[config.mk]
export PLATFORM = sky130hd
export DESIGN_NAME = hazard_ctrl_flat
export DESIGN_NICKNAME = d
export VERILOG_FILES = /design/src/rtl/pipe_ctrl_pkg.sv /design/src/rtl/hazard_ctrl_if.sv /design/src/rtl/hazard_ctrl_sat_counter.sv /design/src/rtl/hazard_ctrl.sv /design/src/flat_wrapper.sv
export SDC_FILE = /design/constraint.sdc
export NUM_CORES = 1
export LEC_CHECK = 0
export BUFFER_PORTS_ARGS = -buffer_cell sky130_fd_sc_hd__buf_2
export CORE_ASPECT_RATIO = 1.4
export CORE_MARGIN = 8
export CORE_UTILIZATION = 40
export DETAILED_ROUTE_END_ITERATION = 6
export PLACE_DENSITY = 0.73
export SYNTH_ARGS = -nofsm -noshare
export SYNTH_HDL_FRONTEND = slang
export SYNTH_SLANG_ARGS = --single-unit
export TNS_END_PERCENT = 100
[constraint.sdc]
create_clock -name clk -period 5 [get_ports clk]
set_input_delay 0.25 -clock clk [delete_from_list [all_inputs] [get_ports clk]]
set_output_delay 0.25 -clock clk [all_outputs]
set_load 0.01 [all_outputs]
[src/rtl/pipe_ctrl_pkg.sv]
// Shared pipeline-control types: controller states, register constants and
// the per-stage control bundles used by the hazard unit and pipeline registers.
package pipe_ctrl_pkg;

    typedef enum logic [1:0] {
        RUN      = 2'd0,
        MEM_WAIT = 2'd1,
        ERR      = 2'd2
    } hc_state_t;

    localparam logic [4:0] REG_X0 = 5'd0;

    // ID-stage control word; pipeline registers load ID_CTRL_NOP on flush/bubble
    typedef struct packed {
        logic reg_write;
        logic mem_read;
        logic mem_write;
        logic branch;
        logic alu_src;
    } id_ctrl_t;

    localparam id_ctrl_t ID_CTRL_NOP = '0;

    typedef struct packed {
        logic stall;
        logic pc_write;
        logic if_id_write;
        logic id_ex_write;
        logic ex_mem_write;
        logic if_id_flush;
        logic id_ex_flush;
        logic mem_wb_bubble;
    } hc_ctrl_t;

    localparam hc_ctrl_t HC_RUN = '{stall: 1'b0, pc_write: 1'b1, if_id_write: 1'b1,
                                    id_ex_write: 1'b1, ex_mem_write: 1'b1,
                                    if_id_flush: 1'b0, id_ex_flush: 1'b0,
                                    mem_wb_bubble: 1'b0};

    localparam hc_ctrl_t HC_FREEZE = '{stall: 1'b0, pc_write: 1'b0, if_id_write: 1'b0,
                                       id_ex_write: 1'b0, ex_mem_write: 1'b0,
                                       if_id_flush: 1'b0, id_ex_flush: 1'b0,
                                       mem_wb_bubble: 1'b1};

endpackage

[src/rtl/hazard_ctrl_if.sv]
// Hazard controller signal bundle: pipeline status in, sequencing strobes out.
interface hazard_ctrl_if #(
    parameter int unsigned CNT_W = 32
);
    logic [4:0]       id_rs1;
    logic [4:0]       id_rs2;
    logic             id_use_rs1;
    logic             id_use_rs2;
    logic [4:0]       ex_rd;
    logic             ex_mem_read;
    logic             ex_branch_taken;
    logic             mem_req;
    logic             dmem_ready;
    logic             stall;
    logic             pc_write;
    logic             if_id_write;
    logic             id_ex_write;
    logic             ex_mem_write;
    logic             if_id_flush;
    logic             id_ex_flush;
    logic             mem_wb_bubble;
    logic             mem_err;
    logic [CNT_W-1:0] stall_cycles;

    modport master (
        output id_rs1, id_rs2, id_use_rs1, id_use_rs2, ex_rd, ex_mem_read,
               ex_branch_taken, mem_req, dmem_ready,
        input  stall, pc_write, if_id_write, id_ex_write, ex_mem_write,
               if_id_flush, id_ex_flush, mem_wb_bubble, mem_err, stall_cycles
    );

    modport slave (
        input  id_rs1, id_rs2, id_use_rs1, id_use_rs2, ex_rd, ex_mem_read,
               ex_branch_taken, mem_req, dmem_ready,
        output stall, pc_write, if_id_write, id_ex_write, ex_mem_write,
               if_id_flush, id_ex_flush, mem_wb_bubble, mem_err, stall_cycles
    );
endinterface

[src/rtl/hazard_ctrl_sat_counter.sv]
// Saturating up-counter; holds at all-ones once reached.
module sat_counter #(
    parameter int unsigned W = 32
) (
    input  logic         clk,
    input  logic         rst_n,
    input  logic         inc,
    output logic [W-1:0] count
);
    logic [W-1:0] r_count;

    always_ff @(posedge clk or negedge rst_n) begin
        if (!rst_n) begin
            r_count <= '0;
        end else if (inc && (r_count != '1)) begin
            r_count <= r_count + 1'b1;
        end
    end

    assign count = r_count;
endmodule

[src/rtl/hazard_ctrl.sv]
// Pipeline sequencing: load-use stall, taken-branch flush, data-memory freeze
// with timeout, and a stall-cycle counter.
module hazard_ctrl
    import pipe_ctrl_pkg::*;
#(
    parameter int unsigned MEM_TIMEOUT = 64,
    parameter int unsigned CNT_W       = 32
) (
    input  logic        clk,
    input  logic        rst_n,
    hazard_ctrl_if.slave bus
);
    localparam int unsigned WC_W = (MEM_TIMEOUT > 2) ? $clog2(MEM_TIMEOUT) : 1;

    hc_state_t       r_state;
    logic [WC_W-1:0] r_wait_cnt;
    logic            r_mem_err;
    logic            w_freeze;
    logic            w_load_use;
    hc_ctrl_t        w_ctrl;

    always_comb begin
        w_freeze   = (r_state == MEM_WAIT) || (r_state == ERR) ||
                     ((r_state == RUN) && bus.mem_req && !bus.dmem_ready);
        w_load_use = bus.ex_mem_read && (bus.ex_rd != REG_X0) &&
                     ((bus.id_use_rs1 && (bus.id_rs1 == bus.ex_rd)) ||
                      (bus.id_use_rs2 && (bus.id_rs2 == bus.ex_rd)));
        w_ctrl = HC_RUN;
        // A frozen branch stays in EX, so its flush lands on the first unfrozen cycle
        if (w_freeze) begin
            w_ctrl = HC_FREEZE;
        end else if (bus.ex_branch_taken) begin
            w_ctrl.if_id_flush = 1'b1;
            w_ctrl.id_ex_flush = 1'b1;
        end else if (w_load_use) begin
            w_ctrl.stall       = 1'b1;
            w_ctrl.pc_write    = 1'b0;
            w_ctrl.if_id_write = 1'b0;
        end
    end

    always_ff @(posedge clk or negedge rst_n) begin
        if (!rst_n) begin
            r_state    <= RUN;
            r_wait_cnt <= '0;
            r_mem_err  <= 1'b0;
        end else begin
            case (r_state)
                RUN: begin
                    if (bus.mem_req && !bus.dmem_ready) begin
                        r_state    <= MEM_WAIT;
                        r_wait_cnt <= WC_W'(1);
                    end
                end
                MEM_WAIT: begin
                    if (bus.dmem_ready) begin
                        r_state    <= RUN;
                        r_wait_cnt <= '0;
                    end else if (r_wait_cnt == WC_W'(MEM_TIMEOUT - 1)) begin
                        r_state   <= ERR;
                        r_mem_err <= 1'b1;
                    end else begin
                        r_wait_cnt <= r_wait_cnt + 1'b1;
                    end
                end
                default: begin
                    r_state   <= ERR;
                    r_mem_err <= 1'b1;
                end
            endcase
        end
    end

    sat_counter #(.W(CNT_W)) u_stall_cnt (
        .clk   (clk),
        .rst_n (rst_n),
        .inc   (!w_ctrl.pc_write),
        .count (bus.stall_cycles)
    );

    assign bus.stall         = w_ctrl.stall;
    assign bus.pc_write      = w_ctrl.pc_write;
    assign bus.if_id_write   = w_ctrl.if_id_write;
    assign bus.id_ex_write   = w_ctrl.id_ex_write;
    assign bus.ex_mem_write  = w_ctrl.ex_mem_write;
    assign bus.if_id_flush   = w_ctrl.if_id_flush;
    assign bus.id_ex_flush   = w_ctrl.id_ex_flush;
    assign bus.mem_wb_bubble = w_ctrl.mem_wb_bubble;
    assign bus.mem_err       = r_mem_err;
endmodule

[src/flat_wrapper.sv]
// flat-port wrapper written by rule: the top's interface ports become plain ports
module hazard_ctrl_flat import pipe_ctrl_pkg::*;
#(
    parameter int unsigned MEM_TIMEOUT = 64,
    parameter int unsigned CNT_W       = 32
)
  (clk, rst_n, bus_id_rs1, bus_id_rs2, bus_id_use_rs1, bus_id_use_rs2, bus_ex_rd, bus_ex_mem_read, bus_ex_branch_taken, bus_mem_req, bus_dmem_ready, bus_stall, bus_pc_write, bus_if_id_write, bus_id_ex_write, bus_ex_mem_write, bus_if_id_flush, bus_id_ex_flush, bus_mem_wb_bubble, bus_mem_err, bus_stall_cycles);
  hazard_ctrl_if #(.CNT_W(CNT_W)) bus_i ();
  input  logic clk;
  input  logic rst_n;
  input wire logic [$bits(bus_i.id_rs1)-1:0] bus_id_rs1;
  input wire logic [$bits(bus_i.id_rs2)-1:0] bus_id_rs2;
  input wire logic [$bits(bus_i.id_use_rs1)-1:0] bus_id_use_rs1;
  input wire logic [$bits(bus_i.id_use_rs2)-1:0] bus_id_use_rs2;
  input wire logic [$bits(bus_i.ex_rd)-1:0] bus_ex_rd;
  input wire logic [$bits(bus_i.ex_mem_read)-1:0] bus_ex_mem_read;
  input wire logic [$bits(bus_i.ex_branch_taken)-1:0] bus_ex_branch_taken;
  input wire logic [$bits(bus_i.mem_req)-1:0] bus_mem_req;
  input wire logic [$bits(bus_i.dmem_ready)-1:0] bus_dmem_ready;
  output wire logic [$bits(bus_i.stall)-1:0] bus_stall;
  output wire logic [$bits(bus_i.pc_write)-1:0] bus_pc_write;
  output wire logic [$bits(bus_i.if_id_write)-1:0] bus_if_id_write;
  output wire logic [$bits(bus_i.id_ex_write)-1:0] bus_id_ex_write;
  output wire logic [$bits(bus_i.ex_mem_write)-1:0] bus_ex_mem_write;
  output wire logic [$bits(bus_i.if_id_flush)-1:0] bus_if_id_flush;
  output wire logic [$bits(bus_i.id_ex_flush)-1:0] bus_id_ex_flush;
  output wire logic [$bits(bus_i.mem_wb_bubble)-1:0] bus_mem_wb_bubble;
  output wire logic [$bits(bus_i.mem_err)-1:0] bus_mem_err;
  output wire logic [$bits(bus_i.stall_cycles)-1:0] bus_stall_cycles;
  assign bus_i.id_rs1 = bus_id_rs1;
  assign bus_i.id_rs2 = bus_id_rs2;
  assign bus_i.id_use_rs1 = bus_id_use_rs1;
  assign bus_i.id_use_rs2 = bus_id_use_rs2;
  assign bus_i.ex_rd = bus_ex_rd;
  assign bus_i.ex_mem_read = bus_ex_mem_read;
  assign bus_i.ex_branch_taken = bus_ex_branch_taken;
  assign bus_i.mem_req = bus_mem_req;
  assign bus_i.dmem_ready = bus_dmem_ready;
  assign bus_stall = bus_i.stall;
  assign bus_pc_write = bus_i.pc_write;
  assign bus_if_id_write = bus_i.if_id_write;
  assign bus_id_ex_write = bus_i.id_ex_write;
  assign bus_ex_mem_write = bus_i.ex_mem_write;
  assign bus_if_id_flush = bus_i.if_id_flush;
  assign bus_id_ex_flush = bus_i.id_ex_flush;
  assign bus_mem_wb_bubble = bus_i.mem_wb_bubble;
  assign bus_mem_err = bus_i.mem_err;
  assign bus_stall_cycles = bus_i.stall_cycles;
  hazard_ctrl #(.MEM_TIMEOUT(MEM_TIMEOUT), .CNT_W(CNT_W)) u_core (.clk(clk), .rst_n(rst_n), .bus(bus_i));
endmodule
==> results.md <==
* Ys flop type: dfrtp_1
* Hold crit path type: input port to asynchronous set/reset pin
* Clock Sinks at roughly 40
* Distinct cells, synth at 34
* Sequential fraction of the synthesis area at 46.8%
* Row count at 32
* Max Root-Sink Buffers at 2
* Synth Area in Adders at under 10%
* H-Tree Depth at 2
* Crit path max fanout at 25
* Cts repair resizes at 0
* Family with the most delay on the worst path: compound AO/OA/AOI/OAI gates
* Clock tree from TritonCTS: yes
* Starting Density at 40.6%
* Fraction of layout cells with a size suffix above 1 at a little over a quarter
* Critical path type: register to register
* Worst Max-Slew Pin Slew at 0.897 ns
* Startpoint type of the worst setup path: register
* Final ANT Viol Nets at 0
* Worst-Skew Late Latency at 0.28 ns
* Status: complete, no violations
* CP max stage cell: o21a_1
* TNS Setup at 0 ns
* Worst Path Buf+Inv at 0
* Die footprint at 0.00814 mm²
* Synth Net Count at 251
* Post-synthesis compound-gate area fraction at under 10%
* Tcrit/Tclk final at between 40% and 50%
* Average size of a mapped cell at 9.83 µm²
* Largest stage delay, worst path at 0.68 ns
* Synth Register Bits at 41
* P per Cell Area at 237 mW/mm²
* CP Capture Type: register
* Hold WS at 0.0801 ns
* Hold buffers post-CTS at 0
* CP arrival at 2.54 ns
* CP dominant cell by count: and3_1
* Chip Width at 78.6 µm
* Most common cell after layout, fill and taps aside: buf_2
* Reg2reg setup slack at 2.63 ns
* Vias in the first global route at 1876
* GPL Wtd Cong at 0.805
* Max cap viols at 0
* Fmax at 422 MHz
* Post-Place Cells at 346
* Fin area at 0.00265 mm²
* Layout Nets at between 300 and 400
* Final worst setup slack at 2.63 ns
* Pre-CTS setup slack at 2.55 ns
* Worst Skew at just under 0.007 ns
* Routed WL per cell at 14.7 µm
* XOR/XNOR share of the synthesized area at 16.8%
* Commonest non-fill, non-tap cells in the layout: buf_2 (63), dfrtp_1 (41), xnor2_1 (27)
* VDD IR max at 119 µV
* Post-synthesis mux area share at 1.54%
* Reg2reg path depth at 6
* Core Region at between 0.005 and 0.006 mm²
* Largest area contributor in the netlist: dfrtp_1
* Reg2reg start: u_core.u_stall_cnt.count[0]$_DFFE_PN0P_
* Max-slew violations at 0
* PortBufs at 63
* Main combinational cell family by area after synthesis: simple AND/OR/NAND/NOR gates
* Die height at just over 100 µm
* Clk slew on worst S/H paths at around 0.08 ns
* Root Driver: clkbuf_8
* CP Cell Sequence: ha_1, and3_1, and3_1, nand2_1, o21a_1, mux2_2
* Via Count at 1774
* I/O pin count at 64
* Async set-reset flop share out of synthesis at 100%
* Pin count of the biggest net entering global routing at between 40 and 50
* Post-CTS Setup Bufs at 0
* Antenna diode count at 0
* Reg2reg end: u_core.u_stall_cnt.count[1]$_DFFE_PN0P_
* Max-slew headroom at 40.2%
* Syn Std Cell Area at 0.00219 mm²
* Non-Filler Instances at approximately 350
* Initial DRC Count at 110
* RSZ-0062 raised after global routing: no
* Vias per cell at 5.01
* Endpoints failing hold at 0
* DR pass1 iterations at 4
* Antenna violations before repair at 0
* Area Overhead vs Synth at 20.7%
* Synth area leaders: dfrtp_1 (47%), xnor2_1 (11%), xor2_1 (6.0%)
* Required time worst endpoint at 5.17 ns
* DP Wirelength at 4.14 mm
* Placed Area at 0.00253 mm²
* Static Leak at roughly 1.3 nW
* Post-route DRC at 0
* Post-synthesis simple-gate area fraction at 22.3%
* Yosys Warn Count at 0
* GR Overflow Total at 0
* Time the worst path needs with I/O delays and setup at 2.37 ns
* Post-synth EDFFs at 0
* Final setup fails at 0
* Gr usage total at 13.3%
* Final WL at about 5.2 mm
* First-pass GRT wire length at 8.89 mm
* Synth top area share at 46.8%
* Number of buffers created by CTS at 5
* Synthesized instance count at 223
[per-layer routing]
metal	vias up	GRT usage, %	wire length [µm]
met1	849	14.0	1940
li1	876	-	-
met5	-	0	0
met4	0	5.19	85
met2	42	24.1	2880
met3	7	3.29	296
[worst register-to-register path: stages (launching register included)]
cell,delay (ns)
dfrtp_1,0.41
ha_1,0.22
and3_1,0.17
and3_1,0.25
nand2_1,0.11
o21a_1,0.68
mux2_2,0.41
[kinds of logic (layout without fill, tap and decap cells)]
kind of cell,count (synthesis),after routing
and+or+nand+nor,97,97
adders and majority gates,5,5
muxes,3,3
buffers and inverters,17,80
AOI/OAI and AO/OA,18,18
DFF,41,41
xor gates and xnor gates,42,42
[sequential cells by signal (all words and copies together) (netlist names)]
name                      flops
u_core.bus.mem_err            1
u_core.r_state                2
u_core.u_stall_cnt.count     32
u_core.r_wait_cnt             6
[area by class of cell]
class	instances	area, µm²
fill	526	2760
multi-input combinational	165	1070
sequential	41	1030
timing repair buffer	63	315
clock buffer	7	86.3
tap	68	85.1
inverter	9	33.8
clock inverter	1	30.0
[synth_stat cells, types with 4 or more instances]
| master | n |
|---|---|
| a21oi_1 | 4 |
| and3_1 | 11 |
| dfrtp_1 | 41 |
| ha_1 | 5 |
| inv_1 | 9 |
| nand2_1 | 26 |
| nand3_1 | 16 |
| nand4_1 | 11 |
| nor2_1 | 11 |
| nor2b_1 | 4 |
| nor3_1 | 7 |
| o21ai_0 | 4 |
| xnor2_1 | 27 |
| xor2_1 | 15 |
[how the worst max path moves through the flow]
stage | from | to | slack, ns | depth (start not counted)
finish | u_core.u_stall_cnt.count[0]$_DFFE_PN0P_ | u_core.u_stall_cnt.count[1]$_DFFE_PN0P_ | 2.63 | 6
global route | u_core.u_stall_cnt.count[0]$_DFFE_PN0P_ | u_core.u_stall_cnt.count[15]$_DFFE_PN0P_ | 2.41 | 7
CTS | u_core.u_stall_cnt.count[0]$_DFFE_PN0P_ | u_core.u_stall_cnt.count[1]$_DFFE_PN0P_ | 2.60 | 6
detailed placement | bus_ex_rd[3] | u_core.u_stall_cnt.count[1]$_DFFE_PN0P_ | 2.55 | 7
global placement | bus_ex_rd[3] | u_core.u_stall_cnt.count[1]$_DFFE_PN0P_ | 2.60 | 7
floorplan | u_core.u_stall_cnt.count[0]$_DFFE_PN0P_ | u_core.u_stall_cnt.count[18]$_DFFE_PN0P_ | 3.10 | 10
[power breakdown]
group	internal [mW]	switching [mW]
combinational	0.0111	0.0149
clock	0.163	0.107
sequential	0.331	0
total	0.505	0.122
[stage by stage]
step | utilization, % | power, mW
after detailed placement | 46.8 | 0.364
final | 48.9 | 0.627
after global routing | 48.9 | 0.656
after CTS | 48.9 | 0.637
after floorplan | - | 0.346
after global placement | 46.8 | 0.364
No activity file was read; power rests on OpenSTA's default activity.
